[config.mk]
export PLATFORM = sky130hd
export DESIGN_NAME = cpc_keyboard_flat
export DESIGN_NICKNAME = d
export VERILOG_FILES = /design/src/rtl/cpc_keyboard_if.sv /design/src/rtl/cpc_keyboard.sv /design/src/flat_wrapper.sv
export SDC_FILE = /design/constraint.sdc
export NUM_CORES = 1
export LEC_CHECK = 0
export BUFFER_PORTS_ARGS = -buffer_cell sky130_fd_sc_hd__clkbuf_2
export CAP_MARGIN = 20
export CORE_MARGIN = 3
export CORE_UTILIZATION = 31
export CTS_CLUSTER_SIZE = 25
export DETAILED_ROUTE_END_ITERATION = 10
export PLACE_DENSITY = 0.5
export SLEW_MARGIN = 20
export SYNTH_ARGS = -nofsm -noshare
export SYNTH_HDL_FRONTEND = slang
export SYNTH_SLANG_ARGS = --single-unit
[constraint.sdc]
create_clock -name clk_sys -period 4.3 [get_ports clk_sys]
set_input_delay 0.43 -clock clk_sys [delete_from_list [all_inputs] [get_ports clk_sys]]
set_output_delay 0.43 -clock clk_sys [all_outputs]
set_load 0.01 [all_outputs]
[src/rtl/cpc_keyboard_if.sv]
// cpc_keyboard_if: PS/2 key input, matrix row/column port, joystick and control lines of the CPC keyboard.
interface cpc_keyboard_if;
    logic [10:0] ps2_key;
    logic [3:0]  row;
    logic [7:0]  col;
    logic [5:0]  joy;
    logic        clr;
    logic        reset_req;
    modport master (output ps2_key, row, joy, clr, input col, reset_req);
    modport slave (input ps2_key, row, joy, clr, output col, reset_req);
endinterface

[src/rtl/cpc_keyboard.sv]
// cpc_keyboard: PS/2 set-2 events to an Amstrad CPC 6128 key matrix with a registered column read port.
// Define CPC_JOY_EN to merge joystick 0 into matrix row 9.
module cpc_keyboard #(
    parameter int KEY_ROWS = 10
) (
    input logic           clk_sys,
    input logic           reset_n,
    cpc_keyboard_if.slave bus
);
    localparam logic [4:0] ROWS = 5'(KEY_ROWS);
    logic [7:0] r_matrix [KEY_ROWS];
    logic       r_armed, r_strobe, r_vld, r_press, r_f12_down, r_reset_req;
    logic [3:0] r_row;
    logic [2:0] r_bit;
    logic [7:0] r_col;
    logic       w_evt, w_hit, w_f12;
    logic [3:0] w_row;
    logic [2:0] w_bit;
    logic [7:0] w_sel, w_joy;
    // r_armed swallows the first strobe sample after reset so a stale toggle is not an event
    assign w_evt = r_armed && (bus.ps2_key[10] != r_strobe);
    assign w_f12 = bus.ps2_key[8:0] == 9'h007;
    always_comb begin
        w_hit = 1'b1;
        {w_row, w_bit} = 7'd0;
        case (bus.ps2_key[8:0])
            9'h175: {w_row, w_bit} = {4'd0, 3'd0};
            9'h174: {w_row, w_bit} = {4'd0, 3'd1};
            9'h172: {w_row, w_bit} = {4'd0, 3'd2};
            9'h16B: {w_row, w_bit} = {4'd1, 3'd0};
            9'h05A: {w_row, w_bit} = {4'd2, 3'd2};
            9'h012: {w_row, w_bit} = {4'd2, 3'd5};
            9'h059: {w_row, w_bit} = {4'd2, 3'd5};
            9'h014: {w_row, w_bit} = {4'd2, 3'd7};
            9'h04D: {w_row, w_bit} = {4'd3, 3'd3};
            9'h045: {w_row, w_bit} = {4'd4, 3'd0};
            9'h046: {w_row, w_bit} = {4'd4, 3'd1};
            9'h044: {w_row, w_bit} = {4'd4, 3'd2};
            9'h043: {w_row, w_bit} = {4'd4, 3'd3};
            9'h04B: {w_row, w_bit} = {4'd4, 3'd4};
            9'h042: {w_row, w_bit} = {4'd4, 3'd5};
            9'h03A: {w_row, w_bit} = {4'd4, 3'd6};
            9'h041: {w_row, w_bit} = {4'd4, 3'd7};
            9'h03E: {w_row, w_bit} = {4'd5, 3'd0};
            9'h03D: {w_row, w_bit} = {4'd5, 3'd1};
            9'h03C: {w_row, w_bit} = {4'd5, 3'd2};
            9'h035: {w_row, w_bit} = {4'd5, 3'd3};
            9'h033: {w_row, w_bit} = {4'd5, 3'd4};
            9'h03B: {w_row, w_bit} = {4'd5, 3'd5};
            9'h031: {w_row, w_bit} = {4'd5, 3'd6};
            9'h029: {w_row, w_bit} = {4'd5, 3'd7};
            9'h036: {w_row, w_bit} = {4'd6, 3'd0};
            9'h02E: {w_row, w_bit} = {4'd6, 3'd1};
            9'h02D: {w_row, w_bit} = {4'd6, 3'd2};
            9'h02C: {w_row, w_bit} = {4'd6, 3'd3};
            9'h034: {w_row, w_bit} = {4'd6, 3'd4};
            9'h02B: {w_row, w_bit} = {4'd6, 3'd5};
            9'h032: {w_row, w_bit} = {4'd6, 3'd6};
            9'h02A: {w_row, w_bit} = {4'd6, 3'd7};
            9'h025: {w_row, w_bit} = {4'd7, 3'd0};
            9'h026: {w_row, w_bit} = {4'd7, 3'd1};
            9'h024: {w_row, w_bit} = {4'd7, 3'd2};
            9'h01D: {w_row, w_bit} = {4'd7, 3'd3};
            9'h01B: {w_row, w_bit} = {4'd7, 3'd4};
            9'h023: {w_row, w_bit} = {4'd7, 3'd5};
            9'h021: {w_row, w_bit} = {4'd7, 3'd6};
            9'h022: {w_row, w_bit} = {4'd7, 3'd7};
            9'h016: {w_row, w_bit} = {4'd8, 3'd0};
            9'h01E: {w_row, w_bit} = {4'd8, 3'd1};
            9'h076: {w_row, w_bit} = {4'd8, 3'd2};
            9'h015: {w_row, w_bit} = {4'd8, 3'd3};
            9'h00D: {w_row, w_bit} = {4'd8, 3'd4};
            9'h01C: {w_row, w_bit} = {4'd8, 3'd5};
            9'h058: {w_row, w_bit} = {4'd8, 3'd6};
            9'h01A: {w_row, w_bit} = {4'd8, 3'd7};
            9'h066: {w_row, w_bit} = {4'd9, 3'd7};
            default: w_hit = 1'b0;
        endcase
    end
    always_ff @(posedge clk_sys or negedge reset_n) begin
        if (!reset_n) begin
            r_armed     <= 1'b0;
            r_strobe    <= 1'b0;
            r_vld       <= 1'b0;
            r_press     <= 1'b0;
            r_row       <= '0;
            r_bit       <= '0;
            r_f12_down  <= 1'b0;
            r_reset_req <= 1'b0;
        end else begin
            r_armed     <= 1'b1;
            r_strobe    <= bus.ps2_key[10];
            r_vld       <= w_evt && w_hit && ({1'b0, w_row} < ROWS);
            r_press     <= bus.ps2_key[9];
            r_row       <= w_row;
            r_bit       <= w_bit;
            r_reset_req <= w_evt && w_f12 && bus.ps2_key[9] && !r_f12_down;
            if (w_evt && w_f12) r_f12_down <= bus.ps2_key[9];
        end
    end
    always_ff @(posedge clk_sys or negedge reset_n) begin
        if (!reset_n) begin
            for (int i = 0; i < KEY_ROWS; i++) r_matrix[i] <= '0;
        end else if (bus.clr) begin
            for (int i = 0; i < KEY_ROWS; i++) r_matrix[i] <= '0;
        end else if (r_vld) begin
            r_matrix[r_row][r_bit] <= r_press;
        end
    end
`ifdef CPC_JOY_EN
    assign w_joy = (bus.row == 4'd9) ? {2'b00, bus.joy} : 8'h00;
`else
    assign w_joy = 8'h00;
`endif
    assign w_sel = ({1'b0, bus.row} < ROWS) ? ~(r_matrix[bus.row] | w_joy) : 8'hFF;
    always_ff @(posedge clk_sys or negedge reset_n) begin
        if (!reset_n) r_col <= 8'hFF;
        else r_col <= w_sel;
    end
    assign bus.col       = r_col;
    assign bus.reset_req = r_reset_req;
endmodule
[src/flat_wrapper.sv]
// flat-port wrapper written by rule: the top's interface ports become plain ports
module cpc_keyboard_flat 
#(
    parameter int KEY_ROWS = 10
)
  (clk_sys, reset_n, bus_ps2_key, bus_row, bus_joy, bus_clr, bus_col, bus_reset_req);
  cpc_keyboard_if bus_i ();
  input logic clk_sys;
  input logic reset_n;
  input wire logic [$bits(bus_i.ps2_key)-1:0] bus_ps2_key;
  input wire logic [$bits(bus_i.row)-1:0] bus_row;
  input wire logic [$bits(bus_i.joy)-1:0] bus_joy;
  input wire logic [$bits(bus_i.clr)-1:0] bus_clr;
  output wire logic [$bits(bus_i.col)-1:0] bus_col;
  output wire logic [$bits(bus_i.reset_req)-1:0] bus_reset_req;
  assign bus_i.ps2_key = bus_ps2_key;
  assign bus_i.row = bus_row;
  assign bus_i.joy = bus_joy;
  assign bus_i.clr = bus_clr;
  assign bus_col = bus_i.col;
  assign bus_reset_req = bus_i.reset_req;
  cpc_keyboard #(.KEY_ROWS(KEY_ROWS)) u_core (.clk_sys(clk_sys), .reset_n(reset_n), .bus(bus_i));
endmodule
== Yosys cells after proc, flatten, opt, wreduce, memory -nomap -nowiden ==
Index checks and enable logic that the tools add are counted.
Storage, ports and cells
  bits in registers: 101
  bits in latches: 0
  memory bits (writable): 0
  ROM bits: 0
  input port bits: 24
  logic and storage cells: 119
  memories: 0
Cells by class
  add/subtract/negate cells: 0
  multipliers: 0
  divide/modulo/power cells: 0
  order comparisons: 7
  equal/unequal tests: 52
  shift-type cells: 0
  mux-type cells: 14
  bitwise logic cells: 3
  reductions and logical operators: 24
Operator list (number)
  9-bit by 6-bit == test with 1-bit output (second input constant): 23
  80-bit 2-to-1 mux: 2
  9-bit by 7-bit == test with 1-bit output (second input constant): 13
  9-bit by 5-bit == test with 1-bit output (second input constant): 9
  80-bit bitwise mux: 1
  50-bit OR reduction: 1
  8-bit OR reduction: 5
  9-bit == test (second input constant): 4
  4-bit one-hot mux with 9 select lines: 1
  8-bit binary-select mux with 4-bit select: 1
  8-bit demux with 4-bit select: 1
  8-bit 2-to-1 mux: 4
  3-bit one-hot mux with 7 select lines: 1
  7-bit OR reduction: 3
  6-bit OR reduction: 2
  5-bit >= comparator (second input constant): 2
  4-bit inverter with 5-bit output: 2
  5-bit OR reduction: 2
  9-bit by 3-bit == test with 1-bit output (second input constant): 1
  9-bit by 4-bit == test with 1-bit output (second input constant): 1
  1-bit logical AND: 8
  4-bit less-than comparator (second input constant): 2
  8-bit inverter: 1
  5-bit by 1-bit less-than comparator with 1-bit output (second input constant): 1
  8 further kinds: 9

== Logic depth before layout (Yosys ltp) ==
Gate-level depths: netlist of the first run.
  depth in word-level cells: 9
  gate-level depth with buffers: 7
  mapped depth without buffers: 5

== Least setup slack after synthesis of the first run ==
OpenSTA, ideal clock, no wires.
  path type: input port to flip-flop
  start point: input port bus_row[0]
  end point: register u_core.r_col[7], in the netlist u_core.bus.col[7]
  setup time: 0.073 ns
  arrival time: 1.833 ns
  required time: 4.227 ns
  slack: 2.394 ns
  stages: 5
  buffers on the path: 3
  cells stage by stage: buf_2 buf_2 buf_2 mux4_2 a21oi_1
Between the ends
  word-level cells in the longest chain between the ends: 6
RTL lines
  start: declaration: RTL line flat_wrapper.sv:11  | input wire logic [$bits(bus_i.row)-1:0] bus_row;
  4-bit inverter with 5-bit output (implied by the code): RTL line cpc_keyboard.sv:115  | assign w_sel = ({1'b0, bus.row} < ROWS) ? ~(r_matrix[bus.row] | w_joy) : 8'hFF;
  8-bit binary-select mux with 4-bit select: RTL line cpc_keyboard.sv:115
  8-bit 2-to-1 mux (implied by the code) (2 in a row): RTL line cpc_keyboard.sv:115
  8-bit inverter: RTL line cpc_keyboard.sv:115
  8-bit 2-to-1 mux *: RTL line cpc_keyboard.sv:115
  via u_core.w_sel[7]: RTL line cpc_keyboard.sv:19  | logic [7:0] w_sel, w_joy;
  end signal: assignment: RTL line cpc_keyboard.sv:118  | else r_col <= w_sel;
  end: declaration: RTL line cpc_keyboard.sv:15  | logic [7:0] r_col;
The timed path passes the listed nets; every way through them passes the cells marked *. The select of a mux whose other input is x is not followed.
A chain may end at the register's enable or synchronous reset.

== Final worst setup path of the first run ==
  start point: input port bus_ps2_key[8]
  end point: register u_core.r_row[0]
Between the ends
  word-level cells in the longest chain between the ends: 3
RTL lines
  start: declaration: RTL line flat_wrapper.sv:10  | input wire logic [$bits(bus_i.ps2_key)-1:0] bus_ps2_key;
  9-bit by 5-bit == test with 1-bit output, or another cell as far along: RTL line cpc_keyboard.sv:26  | case (bus.ps2_key[8:0])
  8-bit OR reduction (no source line) or 4-bit OR reduction (tied branches)
  4-bit one-hot mux with 9 select lines *: RTL line cpc_keyboard.sv:26
  via u_core.w_row[0]: RTL line cpc_keyboard.sv:17  | logic [3:0] w_row;
  end signal: assignment: RTL line cpc_keyboard.sv:95  | r_row <= w_row;
  end: declaration: RTL line cpc_keyboard.sv:13  | logic [3:0] r_row;
The timed path passes the listed nets; every way through them passes the cells marked *.

==> results of run 1 <==
-- cell usage in the layout (no fill, tap or decap), types with 4 or more instances in the layout --
| master | Yosys | final |
|---|---|---|
| o21ai_0 | 60 | 60 |
| buf_4 | 1 | 6 |
| and2_1 | 5 | 5 |
| nand3b_1 | 8 | 8 |
| nor2b_1 | 11 | 11 |
| dfrtp_1 | 93 | 92 |
| nand4_1 | 12 | 12 |
| clkbuf_16 | 0 | 9 |
| or3b_2 | 4 | 4 |
| mux4_2 | 16 | 16 |
| nor3_1 | 10 | 10 |
| a2bb2oi_1 | 7 | 7 |
| or2_2 | 5 | 5 |
| nand2_1 | 46 | 46 |
| dfstp_2 | 8 | 8 |
| nor4_1 | 5 | 4 |
| xor2_1 | 5 | 5 |
| clkbuf_2 | 0 | 25 |
| mux2i_1 | 21 | 21 |
| inv_1 | 4 | 4 |
| a21oi_1 | 62 | 62 |
| nand2b_1 | 4 | 4 |
| a22oi_1 | 9 | 9 |
| a31oi_1 | 5 | 5 |
| and3_1 | 7 | 7 |
| or3_1 | 4 | 4 |
| nor2_1 | 53 | 53 |
| nand3_1 | 63 | 63 |
| mux2_2 | 9 | 9 |
| o211ai_1 | 4 | 4 |
-- synth_stat cells, drive strengths merged, types with 4 or more instances --
cell type	count
a21oi	62
a22oi	9
a2bb2oi	7
a31oi	5
and2	5
and3	7
buf	19
clkbuf	37
dfrtp	93
dfstp	8
inv	4
mux2	9
mux2i	21
mux4	16
nand2	46
nand2b	4
nand3	63
nand3b	8
nand4	12
nor2	54
nor2b	11
nor3	11
nor4	5
o211ai	4
o21ai	60
or2	5
or3	4
or3b	4
xor2	5
-- worst register-to-register path, stage by stage (launching register included) --
cell,delay [ns]
dfrtp_1,0.52
or3b_2,0.58
nor2_1,0.52
nand2_1,0.13
mux2i_1,0.19
nor2_1,0.06
-- worst max path at each step --
stage	startpoint	to	cells past startpoint
6_report	bus_ps2_key[8]	u_core.r_row[0]	6
5_1_grt	bus_ps2_key[8]	u_core.r_row[0]	6
4_1_cts	bus_ps2_key[8]	u_core.r_row[0]	6
3_5_place_dp	bus_ps2_key[8]	u_core.r_row[0]	6
3_3_place_gp	bus_ps2_key[8]	u_core.r_row[0]	6
2_1_floorplan	bus_row[0]	u_core.bus.col[7]	5
-- logic make-up (layout without fill, tap and decap cells) --
| logic type | after synthesis | after routing | synth area share, % |
|---|---|---|---|
| other | 1 | 1 | 0.06412 |
| AO/OA/AOI/OAI | 170 | 170 | 17.09 |
| flip-flops | 101 | 101 | 43.39 |
| buffers and inverters | 61 | 51 | 4.300 |
| multiplexers | 46 | 46 | 11.49 |
| AND/OR/NAND/NOR | 254 | 254 | 22.61 |
| XOR/XNOR | 7 | 7 | 1.048 |
-- state kept, by name (all words and copies together) (netlist names) --
name                  flops
u_core.r_vld              1
u_core.r_matrix          80
u_core.r_press            1
u_core.r_armed            1
u_core.r_f12_down         1
u_core.bus.col            8
u_core.bus.reset_req      1
u_core.r_bit              3
u_core.r_strobe           1
u_core.r_row              4
-- power by group --
group	switching [mW]	internal, mW	total [mW]	leakage, nW
registers	0.0190	0.956	0.975	1.37
logic	0.144	0.0483	0.192	1.01
clock network	0.349	0.403	0.753	0.127
-- per-stage QoR --
step	instances	setup WS, ns	instance area [sq um]	utilization [%]
3_3_place_gp	844	1.695	6080	33.28
2_1_floorplan	640	2.394	5848	-
4_1_cts	859	2.091	6347	34.74
5_1_grt	859	1.833	6347	34.74
6_report	859	1.957	6347	34.74
3_5_place_dp	844	1.721	6080	33.28
-- routing by layer --
metal  up-vias  track usage (%)
met3        28            3.128
met1      2486            22.56
met5         -                0
li1       2316                -
met2       211            28.56
met4         0            4.609
-- area by class of cell --
type	count	area, sq um
inverters	5	18.77
flip-flops and latches	101	2539
repair buffers	31	170.2
fillers	1857	11920
clock inverters	4	25.02
clock buffers	11	242.7
well taps	229	286.5
multi-input cells	478	3065
==> run metrics, run 1 <==
Synth area leaders=dfrtp_1, mux4_2, nand3_1, a21oi_1, o21ai_0; worst min-delay path class=input pin to async pin; reg2reg setup slack=2.16 ns; Reg-to-Reg End=u_core.r_matrix[12]; sequential fraction of the synthesis area=roughly 43%; DRT met1 WL=7311 um; nature of the critical path startpoint=input pin; PwrDens=~300 mW/mm^2; clk_lat worst skew=about 0.35 ns; met2 WL=between 8000 and 9000 um; Slew @ Worst Pin=approximately 1.1 ns; Setup CP Type=input pin to flop; cts bufs inserted=9; Req. time, crit path=approximately 4.5 ns; Row Count=49; Total Nets Final=between 600 and 700; Post-Syn Area=~0.006 sq mm; metal3 WL=approximately 860 um; Synth area leader=dfrtp_1; core area=~0.018 sq mm; Unique masters post-synth=63; RePlAce Congestion=0.9112; Slew HR=28.58%; Root Buffer=clkbuf_16; die height=~140 um; # setup viols final=0; post-CTS sizing=0; final WL=~17000 um; cts hold-fix bufs=0; Synth Register Bits=~100; CP max stage delay=between 0.7 and 0.8 ns; gr ovfl total=0; Clock Sinks=~100; final worst path period share=between 50% and 60%; final hold vios=0; top_reg_cell synth=dfrtp_1; Top Layer Used=met4; Power, Total=roughly 1.9 mW; number of I/O pins=33; Fmax achieved=between 400 and 500 MHz; Layout area overhead=8.537%; fraction of registers with async set or reset after synthesis=100.0%; MaxCap Viol Count=0; Max Buffers Root-to-Sink=2; Die Wd=about 140 um; initial antenna violation count=0; layout cell share with drive strength beyond 1=15.24%; Via density=5.868; Syn Inst Count=640; Layout Skew=between 0.008 and 0.009 ns; crit path DAT=about 2.6 ns; ANT nets after route=0; Pins Over Slew Limit=0; Tmin final=~2.3 ns; initial core utilization=about a third; TNS Setup=0 ns; share of the synthesized area in the top cell type=about two fifths; Buffers on Ports=26; Post-synth EDFFs=0; Post-CTS Setup Bufs=0; DRC=0; vias in the first global route=4940; Die ar.=about 0.021 sq mm; CP top delay family=compound AO/OA/AOI/OAI gates; hold slack final=0.1867 ns; routed len/inst=roughly 20 um; number of buffers and inverters on the critical path=1; LEAKAGE=roughly 2.5 nW; status=completed; Post-Syn Nets=between 600 and 700; Reg2Reg Depth=5; CP Max Fanout=16; number of antenna cells inserted=0; dpl hpwl=approximately 11000 um; clock slew at reported path FFs=0.07 ns; Starting DRT DRC Count=456; RR Startpoint=u_core.r_bit[1]; GRT Util Overall=16.96%; total number of vias=5041; H-tree levels=3; CTS tree=yes; average cell area after synthesis=9.138 sq um; Yosys Warn Count=0; largest net degree at the start of global routing=67; first-pass GRT wire length=~27000 um; Crit-path slowest cell=a2111oi_0; CP Capture Type=flop; RSZ-0062 raised after global routing=false; peak supply drop=around 0.00014 V; critical path cell sequence=clkbuf_2, nor3_4, nand2_1, a2111oi_0, a221oi_1, o311ai_0; drt pass-1 iters=5
Power figures use the tool's default switching activity.
==> run 2: changes to the inputs <==
Clock period 4.3 ns to 2.2 ns, I/O delays scaled along.
==> run 2 against run 1 <==
Power increased by 110%; critical path depth fell by 1; clock power rose by 120%; worst setup slack got worse by 1.7 ns; highest routed layer unchanged; combinational power grew 130%; clock-buffer cell count down 1; largest cell class unchanged; hold slack got worse by 0.18 ns; sequential share of layout area down 2.1 points.
==> run metrics, run 2 (same netlist as run 1, synthesis figures left out) <==
status=completed; largest net degree at the start of global routing=102; most common cell after layout, fill and taps aside=dfrtp_1; Die ar.=between 0.02 and 0.025 sq mm; Slew @ Worst Pin=between 0.6 and 0.7 ns; dpl hpwl=11790 um; nature of the critical path startpoint=flop; met3 usage=under 10%; MaxCap Viol Count=0; Layout area overhead=14.57%; final worst path period share=roughly 90%; Starting DRT DRC Count=around 400; number of I/O pins=33; Via density=about 5.8; final hold vios=0; RSZ-0062 raised after global routing=false; Layout Skew=~0.0096 ns; clock slew at reported path FFs=around 0.07 ns; core area=about 0.018 sq mm; commonest non-fill, non-tap cells in the layout=dfrtp_1, nand3_1, a21oi_1, o21ai_0, nor2_1; crit path DAT=2.20 ns; Pins Over Slew Limit=0; CP Capture Type=flop; Global Route met1 Usage=between 20% and 30%; Power, Total=slightly below 4 mW; total number of vias=approximately 5200; Req. time, crit path=2.47 ns; Gate power share=11.3%; routed len/inst=just under 20 um; CTS tree=yes; cts bufs inserted=9; gr ovfl total=0; GRT Util Overall=17.43%; max reg flops=80; ANT nets after route=0; peak supply drop=between 0.0004 and 0.0005 V; clock power share=about 41%; Slew HR=53.62%; drt pass-1 iters=5; PwrDens=589.6 mW/mm^2; final WL=17330 um; most flop-heavy register=u_core.r_matrix; vias in the first global route=between 5000 and 6000; number of antenna cells inserted=0; worst min-delay path class=input pin to flop; FILL cells=1812; CP Max Fanout=11; die height=about 140 um; H-tree levels=3; Tmin final=between 1.5 and 2 ns; initial antenna violation count=0; Die Wd=143.4 um; LEAKAGE=~2.7 nW; RePlAce Congestion=~0.92; Sw Share=approximately a quarter; P_sw=slightly above 1 mW; Post-CTS Setup Bufs=0; met2 Usage GRT=29.50%; sequential cell fraction of total power=47.8%; Setup CP Type=flop to flop; Buffers on Ports=26; # setup viols final=0; Root Buffer=clkbuf_16; layout cell share with drive strength beyond 1=roughly a fifth; Total Nets Final=686; grt peak-use layer=met2; P_int=about 3 mW; TNS Setup=0 ns; clk_lat worst skew=0.36 ns; DRC=0; Fmax achieved=a little over 500 MHz; Row Count=between 40 and 50; initial core utilization=about a third; first-pass GRT wire length=28080 um; Max Buffers Root-to-Sink=2; Clock Sinks=101
[run 2: through the flow]
| step | hold WS (ns) | utilization, % | cells | cell area, sq um | setup WS, ns |
|---|---|---|---|---|---|
| 2_1_floorplan | -0.07559 | - | 640 | 5848 | 0.4313 |
| 3_3_place_gp | 0.3264 | 34.91 | 878 | 6379 | 0.2554 |
| 3_5_place_dp | 0.3370 | 34.91 | 878 | 6379 | 0.2495 |
| 4_1_cts | 0.0005029 | 36.67 | 896 | 6700 | 0.2819 |
| 5_1_grt | 0.00006309 | 36.67 | 896 | 6700 | 0.08694 |
| 6_report | 0.01004 | 36.67 | 896 | 6700 | 0.2733 |
[run 2: cell type report]
cell class                      count  area (sq um)  share of cell area [%]
Clock buffer                       10         239.0                   3.567
Clock inverter                      6         62.56                  0.9337
Inverter                            5         18.77                  0.2801
Multi-Input combinational cell    478          3059                   45.66
Sequential cell                   101          2539                   37.89
Tap cell                          229         286.5                   4.276
Timing Repair Buffer               67         495.5                   7.395
[run 2: layer usage]
layer | share of wire (%) | vias to the layer above | wire length, um
met3 | 5.7 | 26 | 983
met4 | 2.3 | 0 | 404
met5 | 0 | - | 0
met2 | 50 | 198 | 8598
li1 | - | 2388 | -
met1 | 42 | 2555 | 7345
[run 2: final timing paths]
check                             startpoint                    to  slack (ns)  cells after the start
setup / recovery             u_core.r_bit[0]   u_core.r_matrix[52]        0.27                      5
hold / removal                bus_ps2_key[9]        u_core.r_press        0.01                      1
setup reg to reg             u_core.r_bit[0]   u_core.r_matrix[52]        0.27                      5
hold reg to reg            u_core.r_f12_down  u_core.bus.reset_req        0.43                      1
max in group asynchronous            reset_n        u_core.r_press        1.27                      3
min in group asynchronous            reset_n   u_core.r_matrix[29]        0.45                      3
[run 2: power groups by stage]
stage | combinational, mW | clock [mW] | sequential [mW]
finish | 0.445 | 1.62 | 1.89
global route | 0.484 | 1.75 | 1.89
CTS | 0.444 | 1.67 | 1.89
detailed placement | 0.440 | 0 | 1.92
global placement | 0.442 | 0 | 1.92
floorplan | 0.258 | 0 | 1.91
[run 2: worst max-delay path, stage by stage, from the launching register on]
cell and delay (ns):
dfrtp_1 0.52, or3b_2 0.56, nor2_1 0.34, buf_4 0.20, nand3_1 0.08, a21oi_1 0.15
[run 2: timing repair]
| action | 4_1_cts | 5_1_grt |
|---|---|---|
| hold buffers | 2 | 0 |
| endpoints found under the hold margin | 94 | 0 |
| gates resized for setup | 0 | 0 |
==> run 3: changes to the inputs <==
Settings changed: ABC_AREA set to 1.
==> run 3 against run 2 <==
Via count rose by 5.4%; hold slack improved by 0.24 ns; global-route usage fell by 0.11 points; routed wire length fell by 0.29%; final cell count rose by 21%; non-clock buffer count fell by 12; largest cell class unchanged.
==> run metrics, run 3 <==
max reg flops=80; Row Count=49; CTS tree=yes; Syn Inst Count=821; # setup viols final=0; final hold vios=0; critical path cell sequence=inv_1, nor3_1, nand2_1, inv_1, nand2_1, o21ai_0, inv_1; grt peak-use layer=met2; sequential fraction of the synthesis area=roughly 43%; peak supply drop=between 0.0003 and 0.0004 V; Buffers on Ports=26; CP Max Fanout=15; GRT Util Overall=between 15 and 20%; met3 usage=~3.2%; hold slack final=between 0.2 and 0.25 ns; FILL cells=1948; most common library cells after synthesis=nand2_1, inv_1, o21ai_0; top_reg_cell synth=dfrtp_1; drt pass-1 iters=5; total number of vias=between 5000 and 6000; Post-Place Cells=around 1100; Slew HR=a little under three fifths; Post-Syn Nets=~850; dpl hpwl=around 11000 um; reg2reg setup slack=0.46 ns; Unique masters post-synth=34; Fmax achieved=between 500 and 600 MHz; average cell area after synthesis=around 7.2 sq um; RePlAce Congestion=about 0.9; ANT nets after route=0; DRC=0; worst min-delay path class=input pin to flop; most flop-heavy register=u_core.r_matrix; number of buffers and inverters on the critical path=3; Max Buffers Root-to-Sink=2; Post-synth EDFFs=0; final non-filler cell total=between 1000 and 1500; Die Wd=about 140 um; number of I/O pins=33; H-tree levels=3; LEAKAGE=about 3.5 nW; MaxCap Viol Count=0; Synth area leader=dfrtp_1; Req. time, crit path=about 2.4 ns; Post-Syn Area=a little under 0.006 sq mm; nature of the critical path startpoint=flop; Layout Skew=around 0.0086 ns; cts bufs inserted=9; CP top delay family=simple AND/OR/NAND/NOR gates; first-pass GRT wire length=around 28000 um; met2 Usage GRT=between 20% and 30%; Pins Over Slew Limit=0; Die ar.=0.02070 sq mm; CP max stage delay=between 0.4 and 0.5 ns; TNS Setup=0 ns; Final Util=36.34%; PwrDens=approximately 580 mW/mm^2; Synth Register Bits=between 100 and 150; Layout area overhead=13.01%; clock slew at reported path FFs=~0.070 ns; routed len/inst=16.00 um; Clock Sinks=around 100; Yosys Warn Count=0; RSZ-0062 raised after global routing=false; CP Capture Type=flop; Crit-path slowest cell=dfrtp_1; Total Nets Final=870; largest net degree at the start of global routing=between 40 and 50; clk_lat worst skew=between 0.3 and 0.4 ns; Via density=between 5 and 6; share of the synthesized area in the top cell type=around 39%; Starting DRT DRC Count=355; number of antenna cells inserted=0; final WL=around 17000 um; gr ovfl total=0; Setup CP Type=flop to flop; Tmin final=between 1.5 and 2 ns; final worst path period share=78.98%; top-count cell post-synth=nand2_1; initial antenna violation count=0; initial core utilization=32.15%; Global Route met1 Usage=a little under a quarter; fraction of registers with async set or reset after synthesis=between 90% and 100%; core area=between 0.015 and 0.02 sq mm; crit path DAT=1.98 ns; Slew @ Worst Pin=approximately 0.65 ns; commonest non-fill, non-tap cells in the layout=nand2_1, inv_1, o21ai_0, dfrtp_1, nor2_1; die height=143.9 um; Root Buffer=clkbuf_16; post-CTS sizing=0; most frequent CP cell=inv_1; vias in the first global route=5206; most common cell after layout, fill and taps aside=nand2_1; status=completed; Synth area leaders=dfrtp_1, nand2_1, o21ai_0, inv_1, nor2_1; layout cell share with drive strength beyond 1=between 10 and 15%
## run 3: cell types whose count changed in the layout (fill, tap and decap cells not counted), moves of 9 or more
| cell | before | now |
|---|---|---|
| mux2_2 | 9 | 0 |
| nand2_1 | 46 | 161 |
| a21oi_1 | 62 | 36 |
| nor2_1 | 53 | 70 |
| inv_1 | 4 | 124 |
| nand3_1 | 63 | 45 |
| a22oi_1 | 9 | 34 |
| a31oi_1 | 5 | 33 |
| mux4_2 | 16 | 0 |
| nor2b_1 | 11 | 0 |
| mux2i_1 | 21 | 5 |
| o21ai_0 | 60 | 114 |
| buf_4 | 36 | 25 |
## run 3: report_power, final
| part | internal [mW] | total [mW] | switching, mW | leakage, nW |
|---|---|---|---|---|
| Combinational | 0.111 | 0.411 | 0.300 | 2.01 |
| Sequential | 1.88 | 1.89 | 0.0109 | 1.38 |
| Clock | 0.810 | 1.55 | 0.742 | 0.133 |
| Total | 2.80 | 3.85 | 1.05 | 3.52 |
## run 3: worst paths after layout
path                              startpoint                    to  cells after the start
min in group asynchronous            reset_n   u_core.r_matrix[15]                      2
setup / recovery             u_core.r_bit[0]   u_core.r_matrix[49]                      7
hold reg to reg            u_core.r_f12_down  u_core.bus.reset_req                      1
hold / removal                bus_ps2_key[8]  u_core.bus.reset_req                      4
max in group asynchronous            reset_n     u_core.bus.col[6]                      3
setup reg to reg             u_core.r_bit[0]   u_core.r_matrix[49]                      7
## run 3: what timing repair did
action / CTS / global route
setup buffers: 0 / 0
hold buffers: 3 / 0
endpoints found under the hold margin: 31 / 0
## run 3: tightest hold or removal path, cell delays in order
cell	delay (ns)
clkbuf_2	0.13
nor3_1	0.09
nand3_1	0.08
nor2_1	0.04
## run 3: cell families (layout without fill, tap and decap cells)
group | after synthesis | in the layout | share of synthesized area, %
multiplexers | 5 | 5 | 0.8491
buffers and inverters | 173 | 203 | 11.57
AO/OA/AOI/OAI | 235 | 235 | 22.61
AND/OR/NAND/NOR | 306 | 306 | 21.86
other | 1 | 1 | 0.06362
flip-flops | 101 | 101 | 43.05
## run 3: metrics by stage
step	power [mW]	setup slack [ns]	instance area (sq um)
after floorplan	2.145	0.7571	5894
after global placement	2.340	0.4506	6347
after detailed placement	2.337	0.4815	6347
after CTS	3.911	0.4583	6661
after global routing	4.044	0.2788	6661
final	3.855	0.4625	6661
## run 3: area by class of cell
class | instances | area (sq um) | share of cell area (%)
clock buffers | 11 | 242.7 | 3.644
clock inverters | 5 | 41.29 | 0.6198
inverters | 132 | 495.5 | 7.438
multi-input cells | 547 | 2675 | 40.16
flip-flops and latches | 101 | 2537 | 38.09
well taps | 229 | 286.5 | 4.301
repair buffers | 55 | 382.9 | 5.748
## run 3: metal layers
layer / part of all wire (%) / vias to the layer above
li1: - / 2749
met1: 48 / 2548
met2: 46 / 119
met3: 3.8 / 28
met4: 2.3 / 0
met5: 0 / -
